===== config.mk =====
export PLATFORM = sky130hd
export DESIGN_NAME = mem_rd_arb
export DESIGN_NICKNAME = d
export VERILOG_FILES = /design/src/rtl/mannix_mem_pkg.sv /design/src/rtl/rr_arbiter.sv /design/src/rtl/mem_rd_arb.sv
export SDC_FILE = /design/constraint.sdc
export NUM_CORES = 1
export LEC_CHECK = 0
export CAP_MARGIN = 20
export CORE_AREA = 5 5 240 242
export CTS_BUF_LIST = sky130_fd_sc_hd__clkbuf_8
export CTS_CLUSTER_SIZE = 20
export DETAILED_ROUTE_END_ITERATION = 12
export DIE_AREA = 0 0 245 247
export PLACE_DENSITY = 0.42
export SLEW_MARGIN = 20
export SYNTH_ARGS = -nofsm -noshare
export SYNTH_HDL_FRONTEND = slang
export SYNTH_SLANG_ARGS = --single-unit
export TNS_END_PERCENT = 5

===== constraint.sdc =====
create_clock -name clk -period 10.3 [get_ports clk]
set_input_delay 2.06 -clock clk [delete_from_list [all_inputs] [get_ports clk]]
set_output_delay 2.06 -clock clk [all_outputs]
set_load 0.005 [all_outputs]

===== src/rtl/mannix_mem_pkg.sv =====
// rtl/mannix_mem_pkg.sv - shared definitions for the accelerator memory read server
// Purpose: common line size default, arbiter mode constants and the read-server FSM state type.
// Ports: none (package).
package mannix_mem_pkg;

   localparam int LINE_BYTES_DEF = 32;

   localparam int ARB_RR    = 0;
   localparam int ARB_FIXED = 1;

   typedef enum logic [1:0] {
      IDLE  = 2'd0,
      ISSUE = 2'd1,
      DRAIN = 2'd2
   } arb_state_t;

endpackage


===== src/rtl/rr_arbiter.sv =====
// rtl/rr_arbiter.sv - round-robin / fixed-priority request arbiter
// Purpose: picks one requester per cycle; in round-robin mode it holds the rotating pointer.
// Ports:
//   clk, rst    clock and asynchronous active-high reset
//   req         per-requester request vector
//   advance     a grant is being consumed this cycle; moves the pointer past the winner
//   gnt_onehot  one-hot winner (all zero when no request)
//   gnt_idx     binary index of the winner
module rr_arbiter
   import mannix_mem_pkg::*;
#(
   parameter  int N     = 3,
   parameter  int MODE  = ARB_RR,
   localparam int IDX_W = (N > 1) ? $clog2(N) : 1
) (
   input  logic             clk,
   input  logic             rst,
   input  logic [N-1:0]     req,
   input  logic             advance,
   output logic [N-1:0]     gnt_onehot,
   output logic [IDX_W-1:0] gnt_idx
);

   // ptr is the index that currently has the highest priority
   logic [IDX_W-1:0] ptr;
   logic             found;
   int               cand;

   always_comb begin
      gnt_onehot = '0;
      gnt_idx    = '0;
      found      = 1'b0;
      cand       = 0;
      for (int i = 0; i < N; i++) begin
         if (MODE == ARB_FIXED) begin
            cand = i;
         end else begin
            cand = (int'(ptr) + i) % N;
         end
         if (!found && req[cand]) begin
            found            = 1'b1;
            gnt_onehot[cand] = 1'b1;
            gnt_idx          = IDX_W'(cand);
         end
      end
   end

   always_ff @(posedge clk or posedge rst) begin
      if (rst) begin
         ptr <= '0;
      end else if (advance && found) begin
         ptr <= (gnt_idx == IDX_W'(N - 1)) ? '0 : gnt_idx + IDX_W'(1);
      end
   end

endmodule


===== src/rtl/mem_rd_arb.sv =====
// rtl/mem_rd_arb.sv - multi-channel burst read server onto one line-wide SRAM port
// Purpose: arbitrates NUM_CH byte-addressed burst requests, issues one SRAM line read per
//   cycle for the granted burst and returns the lines with valid/last/last_valid.
// Ports:
//   clk, rst       clock and asynchronous active-high reset
//   ch_req         per-channel request, held until that channel's last beat
//   ch_start_addr  per-channel byte start address (line offset bits ignored)
//   ch_size_bytes  per-channel burst length in bytes
//   ch_valid       one-hot beat strobe
//   ch_last        one-hot final-beat strobe
//   ch_last_valid  index of the last valid byte of the current beat
//   ch_data        beat data, broadcast, qualified by ch_valid
//   ch_err         one-cycle pulse for a size 0 / oversize request
//   sram_rd_en     SRAM read strobe
//   sram_addr      SRAM line address
//   sram_rdata     SRAM read data, RD_LAT cycles after sram_rd_en
//   busy           high whenever the FSM is not IDLE
module mem_rd_arb
   import mannix_mem_pkg::*;
#(
   parameter  int NUM_CH     = 3,
   parameter  int ADDR_WIDTH = 19,
   parameter  int LINE_BYTES = LINE_BYTES_DEF,
   parameter  int MAX_BYTES  = 512,
   parameter  int RD_LAT     = 1,
   parameter  int ARB_MODE   = ARB_RR,
   localparam int SIZE_W     = $clog2(MAX_BYTES + 1),
   localparam int OFF_W      = $clog2(LINE_BYTES),
   localparam int LADDR_W    = ADDR_WIDTH - OFF_W,
   localparam int CH_W       = (NUM_CH > 1) ? $clog2(NUM_CH) : 1
) (
   input  logic                         clk,
   input  logic                         rst,
   input  logic [NUM_CH-1:0]            ch_req,
   input  logic [NUM_CH*ADDR_WIDTH-1:0] ch_start_addr,
   input  logic [NUM_CH*SIZE_W-1:0]     ch_size_bytes,
   output logic [NUM_CH-1:0]            ch_valid,
   output logic [NUM_CH-1:0]            ch_last,
   output logic [OFF_W-1:0]             ch_last_valid,
   output logic [LINE_BYTES*8-1:0]      ch_data,
   output logic [NUM_CH-1:0]            ch_err,
   output logic                         sram_rd_en,
   output logic [LADDR_W-1:0]           sram_addr,
   input  logic [LINE_BYTES*8-1:0]      sram_rdata,
   output logic                         busy
);

   arb_state_t          state;
   logic [NUM_CH-1:0]   gnt_onehot;
   logic [CH_W-1:0]     gnt_idx;
   logic                advance;

   logic [SIZE_W-1:0]   sel_size;
   logic [ADDR_WIDTH-1:0] sel_addr;
   logic                sel_bad;
   logic [SIZE_W:0]     sel_lines;
   logic                unused_addr_lsb;

   logic [CH_W-1:0]     cur_ch;
   logic [LADDR_W-1:0]  line_addr;
   logic [SIZE_W:0]     lines_left;
   logic [OFF_W-1:0]    tail_lv;
   logic [NUM_CH-1:0]   err_q;
   logic                rd_fire;
   logic                issue_last;

   // return pipeline: one entry per cycle of SRAM latency
   logic [RD_LAT-1:0]   pv;
   logic [RD_LAT-1:0]   pl;
   logic [CH_W-1:0]     pc  [RD_LAT];
   logic [OFF_W-1:0]    plv [RD_LAT];

   // the arbiter only consumes a grant in IDLE; errored grants advance it too
   assign advance = (state == IDLE) && (|ch_req);

   rr_arbiter #(
      .N    (NUM_CH),
      .MODE (ARB_MODE)
   ) u_arb (
      .clk        (clk),
      .rst        (rst),
      .req        (ch_req),
      .advance    (advance),
      .gnt_onehot (gnt_onehot),
      .gnt_idx    (gnt_idx)
   );

   always_comb begin
      sel_size = '0;
      sel_addr = '0;
      for (int i = 0; i < NUM_CH; i++) begin
         if (gnt_onehot[i]) begin
            sel_size = ch_size_bytes[i*SIZE_W +: SIZE_W];
            sel_addr = ch_start_addr[i*ADDR_WIDTH +: ADDR_WIDTH];
         end
      end
   end

   assign unused_addr_lsb = ^sel_addr[OFF_W-1:0];
   assign sel_bad   = (sel_size == '0) || (sel_size > SIZE_W'(MAX_BYTES));
   assign sel_lines = ({1'b0, sel_size} + (SIZE_W+1)'(LINE_BYTES - 1)) >> OFF_W;

   assign rd_fire    = (state == ISSUE);
   assign issue_last = (lines_left == (SIZE_W+1)'(1));

   always_ff @(posedge clk or posedge rst) begin
      if (rst) begin
         state      <= IDLE;
         cur_ch     <= '0;
         line_addr  <= '0;
         lines_left <= '0;
         tail_lv    <= '0;
         err_q      <= '0;
      end else begin
         err_q <= '0;
         case (state)
            IDLE: begin
               if (advance) begin
                  if (sel_bad) begin
                     err_q <= gnt_onehot;
                  end else begin
                     cur_ch     <= gnt_idx;
                     line_addr  <= sel_addr[ADDR_WIDTH-1:OFF_W];
                     lines_left <= sel_lines;
                     // (size-1) mod LINE_BYTES only needs the low offset bits
                     tail_lv    <= sel_size[OFF_W-1:0] - OFF_W'(1);
                     state      <= ISSUE;
                  end
               end
            end
            ISSUE: begin
               // line address wraps naturally at the top of the SRAM
               line_addr  <= line_addr + LADDR_W'(1);
               lines_left <= lines_left - (SIZE_W+1)'(1);
               if (issue_last) state <= DRAIN;
            end
            DRAIN: begin
               if (!(|pv)) state <= IDLE;
            end
            default: state <= IDLE;
         endcase
      end
   end

   always_ff @(posedge clk or posedge rst) begin
      if (rst) begin
         pv <= '0;
         pl <= '0;
         for (int i = 0; i < RD_LAT; i++) begin
            pc[i]  <= '0;
            plv[i] <= '0;
         end
      end else begin
         pv[0]  <= rd_fire;
         pl[0]  <= rd_fire && issue_last;
         pc[0]  <= cur_ch;
         plv[0] <= issue_last ? tail_lv : '1;
         for (int i = 1; i < RD_LAT; i++) begin
            pv[i]  <= pv[i-1];
            pl[i]  <= pl[i-1];
            pc[i]  <= pc[i-1];
            plv[i] <= plv[i-1];
         end
      end
   end

   always_comb begin
      ch_valid = '0;
      ch_last  = '0;
      for (int i = 0; i < NUM_CH; i++) begin
         ch_valid[i] = pv[RD_LAT-1] && (pc[RD_LAT-1] == CH_W'(i));
         ch_last[i]  = ch_valid[i] && pl[RD_LAT-1];
      end
   end

   // data is gated so nothing leaks out while no beat is in flight
   assign ch_last_valid = pv[RD_LAT-1] ? plv[RD_LAT-1] : '0;
   assign ch_data       = pv[RD_LAT-1] ? sram_rdata : '0;
   assign ch_err        = err_q;
   assign sram_rd_en    = rd_fire;
   assign sram_addr     = rd_fire ? line_addr : '0;
   assign busy          = (state != IDLE);

endmodule

==> summary.txt, run 1 <==
Global route
  – Largest net degree at the start of global routing: 116
  – Initial antenna violation count: 60
  – Number of global-route vias before repair: 7913
  – Gr usage total: 0.168
  – First-pass GRT wire length: 70100 um
  – Total gr overflow: 0

Logic synthesis
  – Synth Cell Area: 5320 um^2
  – Register area share after synthesis: 0.226
  – Syn_area_per_cell: 7.47 um^2
  – Total nets after synthesis: 1070
  – Yosys reg bits: 48
  – Ys Warns: 0
  – Synth cell types: 69
  – Synth Flop Type: dfrtp_1
  – Post-synthesis async set-or-reset flop share: 1.00
  – Post-synth EDFFs: 0
  – Syn Inst Count: 713

Timing
  – Max Slew Vio Count: 0
  – F_max: 0.148 GHz
  – RSZ-0062 raised after global routing: false
  – Worst slew pin tran: 0.979 ns
  – Fin crit period: 6.77 ns
  – Final Hold Fails: 0
  – Clock skew: 0.0126 ns
  – Relative slew margins: 0.348
  – Setup total negative slack: 0 ns
  – Tcrit/Tclk final: 0.658
  – Setup violations, final: 0

Floorplan
  – Vertical die dimension: 247 um
  – Core area: 54900 um^2
  – Core Rows: 86
  – Starting density of the core: 0.0970
  – Io pins: 634
  – Die width: 245 um
  – Die ar.: 60500 um^2

Clock network
  – Clock Path Buffers: 2
  – Clk sinks: 48
  – Hold Buf Count CTS: 0
  – Root Buffer: clkbuf_8
  – CTS clock-pin slew for the worst setup and hold paths: 0.11 ns
  – Post-CTS setup buffers: 0
  – H-tree depth: 2
  – Worst-Skew Late Latency: 0.31 ns
  – # resized after CTS: 0
  – CTS buffer count: 5
  – CTS tree: built

Pwr
  – Worst vdd ir: 0.0571 mV
  – Total power: 983 uW
  – Power Density: 79.7 nW/um^2
  – Pleak: 0.00459 uW

Drt
  – DRC: 0
  – Routed vias/inst: 3.83
  – Routed WL per cell: 27.1 um
  – Post-Route WL: 54500 um
  – Detailed Routing Iterations Pass 1: 5
  – Antenna Nets Post-Route: 0
  – DR vias: 7703
  – 1st-iter DRT viols: 423

Worst setup path
  – Crit path launch type: input pin
  – Slowest CP cell: nor2_1
  – Reg2Reg Setup Slack: 4.73 ns
  – Worst path max stage delay: 0.71 ns
  – Worst-case reg-to-reg path depth: 16
  – CP arrival: 6.99 ns
  – Critical path peak fanout: 20
  – Worst endpoint required time: 10.51 ns
  – Worst r2r dst: line_addr[5]
  – Critical-path cell list: clkdlybuf4s50_1, mux2i_1, nor3b_1, a221oi_4, o22a_1, nand3_1, and3_1, ha_1, o21ai_0, a311oi_1, and4_1, and4b_1, nor2_1, nand2_1, o221a_2
  – Crit. End Element: flop
  – Crit Path Category: input pin to flop
  – Reg-to-reg startpoint: u_arb.ptr[0]

Outcome
  – Status: completed

Run
  – MaxCap Viol Count: 0

Hold path
  – Endpoint, Worst Hold: pc[1]
  – Hold WC Path Type: flop to flop
  – Hold depth: 0
  – Min-delay src: cur_ch[1]

Placed design
  – Post-DP HPWL: 49700 um
  – Routability cong.: 0.864
  – Dpl cell area: 12200 um^2
  – DP Cell Count: 1987
  – I/O Buffers: 618

Layout
  – Area growth, synth to finish: 132%
  – Final non-filler cell total: 2011
  – Layout Nets: 1647
  – Post-Layout Inst Area: 12300 um^2
  – Fin util: 0.225
  – Share of layout cells above drive strength 1: 0.0287
==> report_power, final <==
part           total [uW]  leakage, uW  internal, uW  switching, uW
Sequential            255     0.000569           222           33.1
Clock                 129    0.0000435          54.6           74.0
Combinational         600      0.00398           347            253
==> routing by layer <==
metal	share of wire	wire length [um]	global-route usage
met5	0	0	0
met4	0.041	2260	0.0695
met2	0.54	29500	0.319
met1	0.33	18000	0.165
met3	0.086	4690	0.0592
==> placed cells by master (no fill, tap or decap), types with 4 or more instances in the layout <==
| master | synthesis | layout |
|---|---|---|
| or2_2 | 7 | 7 |
| o21bai_1 | 7 | 7 |
| buf_4 | 3 | 7 |
| nand3_1 | 15 | 15 |
| dfrtp_1 | 48 | 47 |
| ha_1 | 9 | 9 |
| o21a_1 | 4 | 4 |
| diode_2 | 0 | 16 |
| nand2_1 | 34 | 34 |
| and2_1 | 280 | 280 |
| inv_1 | 19 | 18 |
| and3_1 | 13 | 13 |
| o41ai_1 | 6 | 6 |
| xor2_1 | 4 | 4 |
| a221oi_1 | 12 | 12 |
| o22ai_1 | 5 | 4 |
| clkbuf_8 | 0 | 6 |
| a211oi_1 | 4 | 4 |
| a21oi_1 | 18 | 18 |
| nand2b_1 | 6 | 6 |
| mux2_1 | 4 | 4 |
| clkdlybuf4s50_1 | 0 | 618 |
| o221ai_1 | 5 | 5 |
| a31oi_1 | 9 | 9 |
| nor2_1 | 52 | 52 |
| nor3_1 | 8 | 8 |
| o31ai_1 | 4 | 4 |
| o21ai_0 | 15 | 15 |
| o311a_1 | 6 | 6 |
==> stage by stage <==
| stage | hold slack (ns) | worst slack, ns |
|---|---|---|
| 2_1_floorplan | 0.350 | 5.12 |
| 3_3_place_gp | 0.368 | 3.30 |
| 3_5_place_dp | 0.368 | 3.16 |
| 4_1_cts | 0.392 | 3.51 |
| 5_1_grt | 0.401 | 3.04 |
| 6_report | 0.384 | 3.53 |
==> worst max-delay path, delay by kind of cell <==
kind,cells,cell delay (ns)
buf+inv,1,0.64
simple gates,7,2.10
mux,1,0.30
fa+ha+maj,1,0.18
compound gates,5,1.69
==> final cells by class <==
| class | count | area, um^2 |
|---|---|---|
| Clock buffer | 6 | 82.6 |
| Antenna cell | 16 | 40.0 |
| Inverter | 19 | 71.3 |
| Clock inverter | 2 | 15.0 |
| Fill cell | 6104 | 42500 |
| Tap cell | 704 | 881 |
| Multi-Input combinational cell | 591 | 3810 |
| Timing Repair Buffer | 625 | 6240 |
| Sequential cell | 48 | 1200 |
==> worst max-delay path by stage <==
stage	end	depth (start not counted)	slack, ns	startpoint
after detailed placement	line_addr[5]	15	3.16	ch_req[0]
after global routing	line_addr[5]	15	3.04	ch_req[0]
final	line_addr[5]	15	3.53	ch_req[0]
after global placement	line_addr[5]	15	3.30	ch_req[0]
after CTS	line_addr[5]	15	3.51	ch_req[0]
after floorplan	line_addr[0]	16	5.12	ch_req[0]
==> synth_stat cells, types with 3 or more instances <==
| master | n | area [um^2] |
|---|---|---|
| xnor2_1 | 3 | 26.3 |
| nand2_1 | 34 | 128 |
| inv_1 | 19 | 71.3 |
| nand3_1 | 15 | 75.1 |
| and2_1 | 280 | 1750 |
| mux2i_1 | 3 | 30.0 |
| buf_4 | 3 | 22.5 |
| dfrtp_1 | 48 | 1200 |
| a221oi_1 | 12 | 105 |
| o221ai_1 | 5 | 43.8 |
| and3_1 | 13 | 81.3 |
| buf_1 | 3 | 11.3 |
| a211oi_1 | 4 | 30.0 |
| o211a_1 | 3 | 30.0 |
| mux2_1 | 4 | 45.0 |
| nor4_1 | 3 | 18.8 |
| a222oi_1 | 3 | 30.0 |
| o21bai_1 | 7 | 52.6 |
| buf_2 | 7 | 35.0 |
| ha_1 | 9 | 113 |
| o22ai_1 | 5 | 31.3 |
| xor2_1 | 4 | 35.0 |
| nor3_1 | 8 | 40.0 |
| o21a_1 | 4 | 30.0 |
| or2_2 | 7 | 43.8 |
| a21oi_1 | 18 | 90.1 |
| clkbuf_1 | 39 | 146 |
| o41ai_1 | 6 | 52.6 |
| nor2_1 | 52 | 195 |
| or3_1 | 3 | 18.8 |
| a221o_1 | 3 | 30.0 |
| nor2b_1 | 3 | 18.8 |
| buf_6 | 3 | 33.8 |
| a31oi_1 | 9 | 56.3 |
| a311o_1 | 3 | 30.0 |
| nand2b_1 | 6 | 37.5 |
| o31ai_1 | 4 | 30.0 |
| o21ai_0 | 15 | 75.1 |
| o311a_1 | 6 | 60.1 |
==> sequential cells by signal, summed over array words and instances (netlist names) <==
register	cells
state	2
u_arb.ptr	2
plv	5
line_addr	14
pc	2
pl	1
cur_ch	2
pv	1
lines_left	11
ch_err	3
tail_lv	5
==> logic make-up after synthesis <==
kind of cell | after synthesis | synth area share
buffers and inverters | 74 | 0.0602
multiplexers | 8 | 0.0167
adder cells (fa/ha/maj) | 9 | 0.0212
AO/OA/AOI/OAI | 128 | 0.187
flip-flops | 48 | 0.226
XOR/XNOR | 7 | 0.0115
AND/OR/NAND/NOR | 439 | 0.477
(Power assumes the default switching activity.)
==> run 2, diff against run 1 <==
--- a/config.mk
+++ b/config.mk
@@ -6,12 +6,12 @@
 export NUM_CORES = 1
 export LEC_CHECK = 0
 export CAP_MARGIN = 20
-export CORE_AREA = 5 5 240 242
+export CORE_AREA = 5 5 241 243
 export CTS_BUF_LIST = sky130_fd_sc_hd__clkbuf_8
 export CTS_CLUSTER_SIZE = 20
 export DETAILED_ROUTE_END_ITERATION = 12
-export DIE_AREA = 0 0 245 247
-export PLACE_DENSITY = 0.42
+export DIE_AREA = 0 0 246 248
+export PLACE_DENSITY = 0.41
 export SLEW_MARGIN = 20
 export SYNTH_ARGS = -nofsm -noshare
 export SYNTH_HDL_FRONTEND = slang
==> constraint.sdc (replaced) <==
create_clock -name clk -period 6.6 [get_ports clk]
set_input_delay 1.32 -clock clk [delete_from_list [all_inputs] [get_ports clk]]
set_output_delay 1.32 -clock clk [all_outputs]
set_load 0.005 [all_outputs]
==> run 2 against run 1 <==
Non-clock buffer count rose by 5; largest power group unchanged; core utilization fell by 0.15 points; sequential share of layout area fell by 0.087 points; largest cell class unchanged; via count rose by 0.32%; critical path type unchanged; clock skew rose by 0.0014 ns; cell area rose by 0.90%; global-route usage fell by 0.28 points; die area rose by 0.81%.
==> summary.txt, run 2 (synthesized netlist as in run 1, its figures left out) <==
Floorplan
  – Core Rows: 87
  – Die width: 246 um
  – Die ar.: 61000 um^2
  – Io pins: 634
  – Core area: 55700 um^2
  – Vertical die dimension: 248 um
  – Starting density of the core: 0.0955

Timing
  – RSZ-0062 raised after global routing: false
  – Max Slew Vio Count: 0
  – Fin crit period: 5.54 ns
  – Tcrit/Tclk final: 0.840
  – Setup violations, final: 0
  – Hold Slack: 0.377 ns
  – Worst slew pin tran: 0.996 ns
  – Clock skew: 0.0140 ns
  – Setup total negative slack: 0 ns
  – Final Hold Fails: 0
  – F_max: 0.180 GHz
  – Relative slew margins: 0.336

Worst setup path
  – Crit Path Category: input pin to flop
  – Most used cell, CP: nand2_1
  – Critical-path cell list: clkdlybuf4s50_1, nor2b_1, o32ai_2, o22a_1, nand2_1, o211a_1, ha_1, o21ai_0, a311oi_1, and4_1, and4b_1, nor2_1, buf_4, nand2_1, o221a_2
  – Slowest CP cell: o22a_1
  – CP bufs+invs: 2
  – Setup crit start: ch_req[1]
  – WP depth: 15
  – Critical path capture point: line_addr[5]
  – Worst endpoint required time: 6.80 ns
  – CP arrival: 5.75 ns
  – Crit. End Element: flop
  – Worst-case reg-to-reg path depth: 16
  – Worst path max stage delay: 0.75 ns
  – Worst r2r dst: line_addr[5]
  – Critical path peak fanout: 25
  – Reg2Reg Setup Slack: 1.60 ns
  – Crit path launch type: input pin
  – Reg-to-reg startpoint: u_arb.ptr[0]
  – CP top delay family: compound AO/OA/AOI/OAI gates

Clock network
  – # resized after CTS: 0
  – CTS tree: built
  – Hold Buf Count CTS: 0
  – CTS clock-pin slew for the worst setup and hold paths: 0.11 ns
  – Worst-Skew Late Latency: 0.32 ns
  – Clk sinks: 48
  – Clock Path Buffers: 2
  – CTS buffer count: 5
  – Post-CTS setup buffers: 0
  – H-tree depth: 2
  – Root Buffer: clkbuf_8

Run
  – MaxCap Viol Count: 0

Drt
  – DRC: 0
  – Routed vias/inst: 3.74
  – Antenna Nets Post-Route: 0
  – Met2 WL: 30200 um
  – Detailed Routing Iterations Pass 1: 5
  – Wire length on met3: 3560 um
  – DR top layer: met4
  – Routed WL per cell: 26.3 um
  – Post-Route WL: 54400 um
  – 1st-iter DRT viols: 301
  – M1 WL: 18900 um
  – DR vias: 7728

Layout
  – Reg with most FFs: line_addr
  – Most frequent cells in the layout: clkdlybuf4s50_1 (618), and2_1 (280), nor2_1 (52)
  – Post-Layout Inst Area: 12500 um^2
  – Layout Nets: 1652
  – Largest register FFs: 14
  – Area growth, synth to finish: 134%
  – Share of layout cells above drive strength 1: 0.0324
  – Commonest non-fill, non-tap cell in the layout: clkdlybuf4s50_1
  – Biggest regs: line_addr (14), lines_left (11)
  – Fill cell count: 6245

Global route
  – First-pass GRT wire length: 69800 um
  – Gr usage total: 0.165
  – Initial antenna violation count: 53
  – Number of global-route vias before repair: 7835
  – Largest net degree at the start of global routing: 115
  – Total gr overflow: 0

Placed design
  – Post-DP HPWL: 49700 um
  – I/O Buffers: 618
  – Dpl cell area: 12300 um^2
  – Routability cong.: 0.878

Pwr
  – Sequential group share of total power: 0.256
  – Worst vdd ir: 0.125 mV
  – Power Density: 126 nW/um^2
  – Sw frac: 0.359
  – Pleak: 0.00462 uW
  – Cell-internal power: 1010 uW
  – Comb pwr share: 0.598
  – P_sw: 563 uW
  – Clock share of power: 0.146

Outcome
  – Status: completed

Hold path
  – Hold WC Path Type: flop to flop
run 2: layer usage:
| metal | vias up | track usage |
|---|---|---|
| li1 | 3598 | - |
| met1 | 3624 | 0.169 |
| met2 | 409 | 0.328 |
| met3 | 97 | 0.0372 |
| met4 | 0 | 0.0540 |
| met5 | - | 0 |
run 2: final cells by class:
| cell class | instances | area (um^2) | area share |
|---|---|---|---|
| Antenna cell | 14 | 35.0 | 0.00281 |
| Clock buffer | 5 | 68.8 | 0.00553 |
| Multi-Input combinational cell | 591 | 3810 | 0.306 |
| Sequential cell | 48 | 1200 | 0.0968 |
| Inverter | 19 | 71.3 | 0.00573 |
| Tap cell | 756 | 946 | 0.0760 |
| Clock inverter | 3 | 42.5 | 0.00342 |
| Timing Repair Buffer | 630 | 6280 | 0.504 |
run 2: worst min-delay path by stage:
| stage | startpoint | depth (start not counted) | endpoint |
|---|---|---|---|
| 3_3_place_gp | cur_ch[1] | 0 | pc[1] |
| 5_1_grt | cur_ch[1] | 0 | pc[1] |
| 4_1_cts | cur_ch[1] | 0 | pc[1] |
| 6_report | cur_ch[1] | 0 | pc[1] |
| 3_5_place_dp | cur_ch[1] | 0 | pc[1] |
| 2_1_floorplan | cur_ch[0] | 0 | pc[0] |
run 2: stage by stage:
stage,setup WS [ns],power [uW],util,instances
2_1_floorplan,2.16,786,-,713
3_3_place_gp,0.702,1350,0.221,2044
3_5_place_dp,0.702,1360,0.221,2044
4_1_cts,1.04,1600,0.223,2052
5_1_grt,0.583,1680,0.223,2062
6_report,1.06,1570,0.223,2066
run 2: power groups by stage:
stage	Sequential (uW)	Combinational, uW	Clock [uW]
finish	402	938	230
global route	414	1020	249
global placement	407	947	0
CTS	402	953	240
floorplan	389	397	0
detailed placement	408	949	0
run 2: worst register-to-register path: stages (launching register included):
cell and delay (ns):
dfrtp_1 0.42, inv_1 0.08, ha_1 0.64, nand2_1 0.19, o32ai_2 0.45, o22a_1 0.75
nand2_1 0.12, o211a_1 0.24, ha_1 0.23, o21ai_0 0.07, a311oi_1 0.06, and4_1 0.29
and4b_1 0.21, nor2_1 0.46, buf_4 0.25, nand2_1 0.12, o221a_2 0.29
==> run 3, diff against run 2 <==
==> constraint.sdc (replaced) <==
create_clock -name clk -period 5.3 [get_ports clk]
set_input_delay 1.06 -clock clk [delete_from_list [all_inputs] [get_ports clk]]
set_output_delay 1.06 -clock clk [all_outputs]
set_load 0.005 [all_outputs]
==> run 3 against run 2 <==
Die area unchanged; core utilization rose by 0.099 points; power grew 24%; largest cell class unchanged.
==> summary.txt, run 3 (synthesized netlist as in run 1, its figures left out) <==
Outcome
  – Status: completed

Global route
  – Initial antenna violation count: 54
  – Met1 GRT Util: 0.161
  – Met3 Resource Use GR: 0.0510
  – First-pass GRT wire length: 69600 um
  – Largest net degree at the start of global routing: 95
  – Number of global-route vias before repair: 7864
  – Gr usage total: 0.165
  – Total gr overflow: 0
  – Layer with the highest usage: met2
  – Met2 GRT Util: 0.336

Floorplan
  – Die width: 246 um
  – Core Rows: 87
  – Io pins: 634
  – Core area: 55700 um^2
  – Starting density of the core: 0.0955
  – Vertical die dimension: 248 um
  – Die ar.: 61000 um^2

Worst setup path
  – Crit Path Category: input pin to flop
  – Critical path peak fanout: 11
  – CP arrival: 4.98 ns
  – Crit path launch type: input pin
  – Crit. End Element: flop
  – Worst endpoint required time: 5.50 ns
  – Worst-case reg-to-reg path depth: 17

Timing
  – Worst slew pin tran: 0.849 ns
  – Setup violations, final: 0
  – Clock skew: 0.0125 ns
  – RSZ-0062 raised after global routing: false
  – Fin crit period: 4.78 ns
  – Tcrit/Tclk final: 0.902
  – Max Slew Vio Count: 0
  – Relative slew margins: 0.434
  – F_max: 0.209 GHz
  – Setup total negative slack: 0 ns
  – Final Hold Fails: 0

Drt
  – Antenna Nets Post-Route: 0
  – Post-Route WL: 54400 um
  – Routed vias/inst: 3.76
  – Routed WL per cell: 26.3 um
  – DRC: 0
  – DR vias: 7767
  – Detailed Routing Iterations Pass 1: 4
  – 1st-iter DRT viols: 331

Layout
  – Post-Layout Inst Area: 12500 um^2
  – Fin util: 0.224
  – Area growth, synth to finish: 135%
  – Share of layout cells above drive strength 1: 0.0383
  – Area of the multi-input gates: 3810 um^2
  – Largest register FFs: 14
  – Reg with most FFs: line_addr
  – Commonest non-fill, non-tap cell in the layout: clkdlybuf4s50_1
  – Sequential Area: 1200 um^2
  – Layout Nets: 1660
  – Biggest regs: line_addr (14), lines_left (11)
  – Most frequent cells in the layout: clkdlybuf4s50_1 (618), and2_1 (280), nor2_1 (52)
  – Fill cell count: 6272

Clock network
  – Clk sinks: 48
  – H-tree depth: 2
  – CTS clock-pin slew for the worst setup and hold paths: 0.10 ns
  – Hold Buf Count CTS: 0
  – # resized after CTS: 0
  – Clock Path Buffers: 2
  – CTS buffer count: 5
  – Post-CTS setup buffers: 0
  – Worst-Skew Late Latency: 0.31 ns
  – Root Buffer: clkbuf_8
  – CTS tree: built

Hold path
  – Hold depth: 0
  – Hold WC Path Type: flop to flop

Placed design
  – Dpl cell area: 12400 um^2
  – Routability cong.: 0.879
  – I/O Buffers: 618
  – Post-DP HPWL: 49900 um

Pwr
  – Worst vdd ir: 0.117 mV
  – Pleak: 0.00467 uW
  – Power Density: 156 nW/um^2

Run
  – MaxCap Viol Count: 0
==> run 3: layout make-up <==
type,count,area share
Antenna cell,7,0.00140
Clock buffer,5,0.00550
Clock inverter,3,0.00340
Inverter,19,0.00570
Multi-Input combinational cell,591,0.304
Sequential cell,48,0.0963
Tap cell,756,0.0756
Timing Repair Buffer,638,0.508
==> run 3: worst max-delay path, cell delays in order <==
cell and delay, ns:
clkdlybuf4s50_1 0.63, mux2i_1 0.31, o21ai_2 0.14, buf_4 0.20
a221oi_4 0.37, o22a_1 0.22, nand3_1 0.09, and3_1 0.25
ha_1 0.20, o21ai_0 0.07, a311oi_1 0.06, and4_1 0.28
and4b_1 0.21, nor2_1 0.29, buf_4 0.19, nor2_4 0.04
o311a_1 0.35
==> run 3: stage by stage <==
step                total power [uW]  hold WS, ns  worst slack, ns  instances
detailed placement              1700        0.369            0.170       2052
global placement                1700        0.365            0.222       2052
CTS                             1990        0.391            0.514       2060
finish                          1950        0.383            0.519       2067
floorplan                        979        0.350             1.12        713
global route                    2100        0.404            0.193       2067
==> run 3: path summary, 6_finish.rpt <==
| check | startpoint | to | slack [ns] |
|---|---|---|---|
| worst min register to register | cur_ch[1] | pc[1] | 0.38 |
| min in group asynchronous | rst | u_arb.ptr[0] | 1.19 |
| worst min-delay path | cur_ch[1] | pc[1] | 0.38 |
| worst max-delay path | ch_req[1] | line_addr[12] | 0.52 |
| worst max register to register | u_arb.ptr[0] | line_addr[12] | 0.75 |
| max in group asynchronous | rst | pv | 3.35 |
==> run 3: per-layer routing <==
layer / vias to the layer above / routed length [um]
met5: - / 0
met1: 3632 / 17900
met3: 112 / 4530
met2: 407 / 30300
met4: 0 / 1550
li1: 3616 / -
==> run 3: power by group <==
group	internal (uW)	total (uW)	leakage, uW	switching (uW)
logic	692	1170	0.00404	481
registers	431	500	0.000569	69.3
clock network	140	278	0.0000542	138
